### src/rtl/pc_pkg.sv
// Shared types and alignment helpers for the IF-stage program-counter unit.
package pc_pkg;

  typedef enum logic {
    PC_RUN  = 1'b0,
    PC_HOLD = 1'b1
  } pc_state_e;

  function automatic int unsigned stepLog2(input int unsigned step);
    int unsigned n;
    n = 0;
    while ((64'(1) << n) < 64'(step)) n++;
    return n;
  endfunction

  function automatic logic [63:0] alignMask(input int unsigned step);
    return 64'(step) - 64'd1;
  endfunction

  function automatic bit isPow2(input int unsigned step);
    return (step != 0) && ((64'(1) << stepLog2(step)) == 64'(step));
  endfunction

endpackage

### src/rtl/pc_if.sv
// Control/response bundle between the hazard/branch logic (master) and the PC unit (slave).
interface pc_if #(
  parameter int WIDTH = 32
);
  logic             stall;
  logic             redirect;
  logic [WIDTH-1:0] redirect_tgt;
  logic             exc_req;
  logic [WIDTH-1:0] pc_out;
  logic [WIDTH-1:0] pc_next_seq;
  logic             valid_out;
  logic             flush;
  logic             pending;
  logic             misalign_err;

  modport master (
    output stall, redirect, redirect_tgt, exc_req,
    input  pc_out, pc_next_seq, valid_out, flush, pending, misalign_err
  );

  modport slave (
    input  stall, redirect, redirect_tgt, exc_req,
    output pc_out, pc_next_seq, valid_out, flush, pending, misalign_err
  );
endinterface

### src/rtl/pc_align_chk.sv
// Combinational check that a redirect target is STEP-aligned; STEP=1 yields an all-zero mask.
module pc_align_chk
  import pc_pkg::*;
#(
  parameter int          WIDTH = 32,
  parameter int unsigned STEP  = 4
) (
  input  logic [WIDTH-1:0] tgt_i,
  output logic             misaligned_o
);
  localparam logic [63:0]      MASK64 = alignMask(STEP);
  localparam logic [WIDTH-1:0] MASK   = MASK64[WIDTH-1:0];

  assign misaligned_o = |(tgt_i & MASK);
endmodule

### src/rtl/pc_unit.sv
// Fetch program counter: sequential increment, stall, branch redirect (buffered while stalled)
// and exception redirect, with registered flush/misalign pulses.
module pc_unit
  import pc_pkg::*;
#(
  parameter int               WIDTH        = 32,
  parameter int unsigned      STEP         = 4,
  parameter logic [WIDTH-1:0] RESET_VECTOR = '0,
  parameter logic [WIDTH-1:0] EXC_VECTOR   = WIDTH'(32'h80)
) (
  input logic  clk_i,
  input logic  rst_i,
  pc_if.slave  bus
);
  localparam logic [63:0]      MASK64 = alignMask(STEP);
  localparam logic [WIDTH-1:0] MASK   = MASK64[WIDTH-1:0];

  if (WIDTH < 8) begin : g_bad_width
    $error("pc_unit: WIDTH must be at least 8");
  end
  if (!isPow2(STEP)) begin : g_bad_step
    $error("pc_unit: STEP must be a power of two");
  end
  if (((RESET_VECTOR & MASK) != '0) || ((EXC_VECTOR & MASK) != '0)) begin : g_bad_vec
    $error("pc_unit: reset/exception vectors must be STEP-aligned");
  end

  pc_state_e        state_q;
  logic [WIDTH-1:0] pc_q;
  logic [WIDTH-1:0] buf_q;
  logic             valid_q;
  logic             flush_q;
  logic             misalign_q;
  logic [WIDTH-1:0] pc_d;
  logic             tgt_misaligned;

  pc_align_chk #(
    .WIDTH (WIDTH),
    .STEP  (STEP)
  ) u_align (
    .tgt_i        (bus.redirect_tgt),
    .misaligned_o (tgt_misaligned)
  );

  assign pc_d = pc_q + WIDTH'(STEP);

  // Priority chain: exception, misaligned redirect, redirect, buffered redirect, stall, increment.
  always_ff @(posedge clk_i) begin
    if (rst_i) begin
      state_q    <= PC_RUN;
      pc_q       <= RESET_VECTOR;
      buf_q      <= '0;
      valid_q    <= 1'b0;
      flush_q    <= 1'b0;
      misalign_q <= 1'b0;
    end else begin
      valid_q    <= 1'b1;
      flush_q    <= 1'b0;
      misalign_q <= 1'b0;
      if (bus.exc_req) begin
        pc_q    <= EXC_VECTOR;
        flush_q <= 1'b1;
        state_q <= PC_RUN;
        buf_q   <= '0;
      end else if (bus.redirect && tgt_misaligned) begin
        pc_q       <= EXC_VECTOR;
        flush_q    <= 1'b1;
        misalign_q <= 1'b1;
        state_q    <= PC_RUN;
        buf_q      <= '0;
      end else if (bus.redirect && !bus.stall) begin
        pc_q    <= bus.redirect_tgt;
        flush_q <= 1'b1;
        state_q <= PC_RUN;
      end else if (bus.redirect) begin
        buf_q   <= bus.redirect_tgt;
        state_q <= PC_HOLD;
      end else if (state_q == PC_HOLD && !bus.stall) begin
        pc_q    <= buf_q;
        flush_q <= 1'b1;
        state_q <= PC_RUN;
      end else if (!bus.stall) begin
        pc_q <= pc_d;
      end
    end
  end

  assign bus.pc_out       = pc_q;
  assign bus.pc_next_seq  = pc_d;
  assign bus.valid_out    = valid_q;
  assign bus.flush        = flush_q;
  assign bus.pending      = (state_q == PC_HOLD);
  assign bus.misalign_err = misalign_q;
endmodule

### src/flat_wrapper.sv
// flat-port wrapper written by rule: the top's interface ports become plain ports
module pc_unit_flat import pc_pkg::*;
#(
  parameter int               WIDTH        = 32,
  parameter int unsigned      STEP         = 4,
  parameter logic [WIDTH-1:0] RESET_VECTOR = '0,
  parameter logic [WIDTH-1:0] EXC_VECTOR   = WIDTH'(32'h80)
)
  (clk_i, rst_i, bus_stall, bus_redirect, bus_redirect_tgt, bus_exc_req, bus_pc_out, bus_pc_next_seq, bus_valid_out, bus_flush, bus_pending, bus_misalign_err);
  pc_if #(.WIDTH(WIDTH)) bus_i ();
  input logic clk_i;
  input logic rst_i;
  input wire logic [$bits(bus_i.stall)-1:0] bus_stall;
  input wire logic [$bits(bus_i.redirect)-1:0] bus_redirect;
  input wire logic [$bits(bus_i.redirect_tgt)-1:0] bus_redirect_tgt;
  input wire logic [$bits(bus_i.exc_req)-1:0] bus_exc_req;
  output wire logic [$bits(bus_i.pc_out)-1:0] bus_pc_out;
  output wire logic [$bits(bus_i.pc_next_seq)-1:0] bus_pc_next_seq;
  output wire logic [$bits(bus_i.valid_out)-1:0] bus_valid_out;
  output wire logic [$bits(bus_i.flush)-1:0] bus_flush;
  output wire logic [$bits(bus_i.pending)-1:0] bus_pending;
  output wire logic [$bits(bus_i.misalign_err)-1:0] bus_misalign_err;
  assign bus_i.stall = bus_stall;
  assign bus_i.redirect = bus_redirect;
  assign bus_i.redirect_tgt = bus_redirect_tgt;
  assign bus_i.exc_req = bus_exc_req;
  assign bus_pc_out = bus_i.pc_out;
  assign bus_pc_next_seq = bus_i.pc_next_seq;
  assign bus_valid_out = bus_i.valid_out;
  assign bus_flush = bus_i.flush;
  assign bus_pending = bus_i.pending;
  assign bus_misalign_err = bus_i.misalign_err;
  pc_unit #(.WIDTH(WIDTH), .STEP(STEP), .RESET_VECTOR(RESET_VECTOR), .EXC_VECTOR(EXC_VECTOR)) u_core (.clk_i(clk_i), .rst_i(rst_i), .bus(bus_i));
endmodule
### config.mk
export PLATFORM = sky130hd
export DESIGN_NAME = pc_unit_flat
export DESIGN_NICKNAME = d
export VERILOG_FILES = /design/src/rtl/pc_pkg.sv /design/src/rtl/pc_if.sv /design/src/rtl/pc_align_chk.sv /design/src/rtl/pc_unit.sv /design/src/flat_wrapper.sv
export SDC_FILE = /design/constraint.sdc
export NUM_CORES = 1
export LEC_CHECK = 0
export ABC_AREA = 0
export BUFFER_PORTS_ARGS = -buffer_cell sky130_fd_sc_hd__buf_4
export CAP_MARGIN = 0
export CORE_ASPECT_RATIO = 1.5
export CORE_UTILIZATION = 40
export CTS_CLUSTER_DIAMETER = 200
export DETAILED_ROUTE_END_ITERATION = 12
export GPL_TIMING_DRIVEN = 0
export SYNTH_ARGS = -nofsm -noshare
export SYNTH_HDL_FRONTEND = slang
export SYNTH_SLANG_ARGS = --single-unit
### constraint.sdc
create_clock -name clk_i -period 2.4 [get_ports clk_i]
set_input_delay 0.24 -clock clk_i [delete_from_list [all_inputs] [get_ports clk_i]]
set_output_delay 0.24 -clock clk_i [all_outputs]
set_load 0.01 [all_outputs]
==> metrics, run 1 <==
Post-Route Hold Slack=between 60 and 70 ps; Post-Syn Instances=531; sequential area share after synthesis=35.3%; post-layout instance area=5430 µm²; worst path cell trace=clkinvlp_4 > buf_4 > nor4_4 > nand3_1 > xnor2_1 > buf_4; site row count=43; cell taking the most area after synthesis=dfxtp_1; largest family of logic cells by synthesized area=simple AND/OR/NAND/NOR gates; Max transition margin=53.1%; post-synthesis compound-gate area fraction=24.5%; CP delay by family, top=buffers and inverters; diodes inserted=0; slowest stage cell on the critical path=dfxtp_2; setup tns final=0 ps; DP Area=around 4800 µm²; xor and xnor area share after synthesis=6.36%; EDFF count, synth=0; Yosys cell types=54; Vias=roughly 4500; CTS Hold Bufs=0; Post-Syn Area per Cell=about 7.3 µm²; Setup Skew=5.16 ps; status=complete, no violations; clock root buffer=clkbuf_16; die area=~10000 µm²; DRT Wirelength=roughly 14000 µm; Power Density=554 nW/µm²; Critical Path Source Type=flop; Post-Syn Nets=569; RD Place Congestion=0.867; hold crit path type=input pin to flop; gr usage total=29.3%; CP dominant cell by count=buf_4; DRT Pass-1 Iters=5; total grt overflow=0; top cells by area, synth=dfxtp_1, nand2_1, a21oi_1; # setup viols final=0; Crit Path Category=flop to primary output; Crit Path Max Fanout=6; fin crit share=98.8%; vias in the first global route=4024; die width=82.2 µm; CTS buffer count=9; Worst VDD drop=0.508 mV; Worst Path Required=around 2200 ps; Clock Path Buffers=2; post-synth top area share=35.3%; slowest stage delay, CP=390 ps; clk sink count=68; Starting Density=41.4%; Syn. warnings=0; Final ANT Viol Nets=0; CTS tree=yes; WP buf/inv=3; Synth Cell Area=3860 µm²; Max-Cap Viols=0; core area=between 9000 and 10000 µm²; worst path arrival time=2130 ps; Worst-path clk slew=roughly 60 ps; Total Power=0.00301 W; multiplexer share of the synthesized area=around 1.6%; top-count cell post-synth=nand2_1; fraction of layout cells with a size suffix above 1=28.1%; Die H=122 µm; fin nets=699; Area Overhead vs Synth=40.7%; measured slew at the worst slew-check pin=about 700 ps; simple-gate area share of the yosys netlist=26.0%; Buffers on Ports=103; IO Pins=105; drt initial violations=between 400 and 500; post-synthesis adder-cell area fraction=0.324%; Period minus WS final=between 2000 and 2500 ps; pin count of the biggest net entering global routing=12; drc violations=0; Post-synth top cells=nand2_1, a21oi_1, dfxtp_1; Fmax=0.422 GHz; flops & latches, synth=68; final hold violations=0; drt wl/cell=18.4 µm; post-synthesis async set-or-reset flop share=0%; Worst-Skew Late Latency=340 ps; Lkg Pwr=2.21 nW; global-route wire length before repair=21500 µm; filler cell count=900; Worst setup EP type=primary output; initial antenna violation count=0; hpwl dp=10200 µm; H-tree lvl count=3; Max Slew Vio Count=0; vias per cell=5.80; top_reg_cell synth=dfxtp_1
-- per-layer routing --
layer	global-route usage [%]	vias up	part of all wire, %
met5	0	-	0
met4	16.6	0	4.1
met3	3.57	46	6.9
met2	46.7	244	48
met1	37.6	2106	41
li1	-	2112	-
-- worst reg2reg max path, stage by stage, from the launching register on --
cell and delay (ps):
dfxtp_2 440, nand4_4 200, or4_4 560, or2_4 290, buf_4 150, o31a_1 280
o32ai_2 190
-- report_power, final --
group          internal, W  switching, W
registers          0.00115     0.0000288
clock network     0.000933      0.000515
logic             0.000155      0.000227
-- stage by stage --
stage	std cells	util, %	setup WS (ps)
2_1_floorplan	531	-	249
3_3_place_gp	746	51.3	-274
3_5_place_dp	746	51.3	-271
4_1_cts	764	56.1	-69.6
5_1_grt	777	58.3	-26.9
6_report	777	58.3	28.0
-- flip-flops by register name, indices dropped and copies added (netlist names), named ones only --
signal                   cells
u_core.bus.flush             1
u_core.bus.valid_out         1
u_core.bus.misalign_err      1
u_core.bus.pc_out           30
u_core.buf_q                32
u_core.bus.pending           1
-- cell type report --
type	instances	area (µm²)	share of cell area [%]
multi-input cells	404	2410	44.4
flip-flops and latches	68	1400	25.7
repair buffers	121	925	17.0
clock buffers	11	243	4.47
plain buffers	41	176	3.25
well taps	112	140	2.58
clock inverters	4	73.8	1.36
inverters	16	63.8	1.18
-- what timing repair did --
item,in CTS,in global routing
buffers inserted,4,14
pin swaps,5,5
resized for setup,23,33
endpoints found under the setup margin,20,14
-- path summary, 6_finish.rpt --
path                                             from                 endpoint  slack (ps)  cells after the start
worst max-delay path            u_core.bus.pc_out[14]      bus_pc_next_seq[30]          30                      6
worst min register to register       u_core.buf_q[25]         u_core.buf_q[25]         450                      2
worst min-delay path                      bus_exc_req  u_core.bus.misalign_err          70                      2
worst max register to register   u_core.bus.pc_out[4]    u_core.bus.pc_out[17]         200                      6
-- logic make-up (layout without fill, tap and decap cells) --
| group | after synthesis | after routing |
|---|---|---|
| muxes | 6 | 6 |
| adders and majority gates | 1 | 1 |
| xor gates and xnor gates | 28 | 28 |
| AOI/OAI and AO/OA | 156 | 156 |
| and+or+nand+nor | 213 | 213 |
| DFF | 68 | 68 |
| buffers and inverters | 59 | 193 |
-- layout by cell type (no fill, tap or decap), drive strengths merged, types with 2 or more instances in the layout --
| cell | n |
|---|---|
| buf | 129 |
| nand2 | 102 |
| a21oi | 76 |
| dfxtp | 68 |
| clkbuf | 44 |
| nor2 | 36 |
| o21ai | 28 |
| nand3 | 17 |
| xnor2 | 16 |
| inv | 15 |
| nor3 | 14 |
| xor2 | 12 |
| nand4 | 9 |
| and2 | 7 |
| a31oi | 6 |
| mux2i | 6 |
| nor4 | 5 |
| and4 | 5 |
| or2 | 5 |
| a22oi | 4 |
| o31ai | 4 |
| a21o | 4 |
| a222oi | 4 |
| a211oi | 4 |
| o22ai | 4 |
| o21a | 4 |
| and3 | 3 |
| or3 | 3 |
| o311a | 3 |
| nand3b | 2 |
| o31a | 2 |
| o211a | 2 |
| o22a | 2 |
| bufinv | 2 |
| or4 | 2 |
| clkinv | 2 |
(Power assumes the default switching activity.)
==> run 2, diff against run 1 <==
--- a/config.mk
+++ b/config.mk
@@ -12,7 +12,7 @@
 export CORE_UTILIZATION = 40
 export CTS_CLUSTER_DIAMETER = 200
 export DETAILED_ROUTE_END_ITERATION = 12
-export GPL_TIMING_DRIVEN = 0
+export GPL_TIMING_DRIVEN = 1
 export SYNTH_ARGS = -nofsm -noshare
 export SYNTH_HDL_FRONTEND = slang
 export SYNTH_SLANG_ARGS = --single-unit
==> constraint.sdc (replaced) <==
create_clock -name clk_i -period 2.4 [get_ports clk_i]
set_input_delay 0.6 -clock clk_i [delete_from_list [all_inputs] [get_ports clk_i]]
set_output_delay 0.6 -clock clk_i [all_outputs]
set_load 0.01 [all_outputs]
==> metrics, run 2 (same netlist as run 1, synthesis figures left out) <==
vias per cell=5.64; DRT Pass-1 Iters=7; status=finished, violations left; Max-Cap Viols=0; Setup Skew=roughly 5.6 ps; Max Slew Vio Count=0; failing checks=setup timing; drc violations=0; Worst-path clk slew=about 50 ps; gr usage total=27.3%; IO Pins=105; hpwl dp=9100 µm; final setup margin=-156 ps; Worst VDD drop=0.359 mV; Critical Path Source Type=flop; clock root buffer=clkbuf_16; Max transition margin=roughly 61%; diodes inserted=0; Total Power=0.00276 W; unrepaired setup endpoints after global routing=yes; Worst setup EP type=primary output; WHS Path Cells=2; global-route wire length before repair=20600 µm; measured slew at the worst slew-check pin=586 ps; total grt overflow=0; register with the highest flop count=u_core.buf_q; filler cell count=853; core area=around 9300 µm²; Worst Path Required=1800 ps; # setup viols final=14; site row count=43; pin count of the biggest net entering global routing=55; pre-CTS WS=30.0 ps; worst path arrival time=1960 ps; DRT Wirelength=~14000 µm; Post-Route Hold Slack=438 ps; fin nets=721; most frequent cells in the layout=buf_4, nand2_1, a21oi_1; Buffers on Ports=104; RD Place Congestion=0.888; fraction of layout cells with a size suffix above 1=a little under two fifths; final hold violations=0; Clock Path Buffers=2; Final ANT Viol Nets=0; DP Area=about 5000 µm²; Period minus WS final=2560 ps; Vias=4508; post-layout instance area=slightly below 6000 µm²; Starting Density=41.4%; setup tns final=-1100 ps; drt wl/cell=around 17 µm; Crit Path Max Fanout=4; R2R depth=9; CTS tree=yes; Fmax=0.391 GHz; commonest non-fill, non-tap cell in the layout=buf_4; initial antenna violation count=0; CTS Hold Bufs=0; fin crit share=106%; Area Overhead vs Synth=51.7%; Worst-Skew Late Latency=330 ps; Crit Path Category=flop to primary output; vias in the first global route=4063; Lkg Pwr=2.52 nW; drt initial violations=435; die area=10000 µm²; Largest register FFs=32; Power Density=471 nW/µm²; H-tree lvl count=3; Die H=122 µm; die width=approximately 82 µm; hold crit path type=input pin to flop; clk sink count=68; CTS buffer count=9
## run 2: changes by cell type in the layout (fill, tap and decap cells not counted), sizes merged
cell,previous run,this run
clkinvlp,1,0
buf,129,184
clkbuf,44,14
inv,15,16
bufinv,2,0
## run 2: stage by stage
step                      utilization (%)  std cells
after global placement               53.8        754
after global routing                 62.9        800
after detailed placement             53.8        754
after CTS                            60.0        785
final                                62.9        800
after floorplan                         -        531
## run 2: area by class of cell
type | count | area (µm²) | area share, %
Inverter | 16 | 62.6 | 1.07
Clock buffer | 14 | 254 | 4.34
Tap cell | 112 | 140 | 2.39
Clock inverter | 2 | 10.0 | 0.171
Timing Repair Buffer | 184 | 1440 | 24.6
Sequential cell | 68 | 1390 | 23.8
Multi-Input combinational cell | 404 | 2550 | 43.7
## run 2: final timing paths
check	start	endpoint	slack, ps
worst max-delay path	u_core.bus.pc_out[17]	bus_pc_next_seq[25]	-160
worst min-delay path	bus_exc_req	u_core.bus.misalign_err	440
worst max register to register	u_core.bus.pc_out[17]	u_core.bus.pc_out[28]	430
worst min register to register	u_core.buf_q[17]	u_core.buf_q[17]	450
## run 2: where the power goes
group          total [W]  switching, W  internal [W]
Combinational   0.000395      0.000221      0.000174
Sequential       0.00117     0.0000186       0.00115
Clock            0.00119      0.000466      0.000725
## run 2: critical path, cell delays in order, from the launching register on
cell and delay, ps:
dfxtp_1 340, nand4_1 130, buf_6 160, buf_6 110
nor4_4 170, buf_4 190, nand4_1 100, xor2_1 210
inv_1 80, buf_6 120
## run 2: repair_timing
action,in CTS,in global routing
endpoints found under the setup margin,22,19
pin swaps,17,24
buffers inserted,15,15
resized for setup,53,30
endpoints found under the hold margin,0,0
cloned,0,0
## run 2: per-layer routing
metal / up-vias / global-route usage [%] / part of all wire [%]
li1: 2168 / - / -
met1: 2169 / 35.1 / 42
met2: 150 / 45.9 / 52
met3: 21 / 3.57 / 4.4
met4: 0 / 9.76 / 1.9
met5: - / 0 / 0
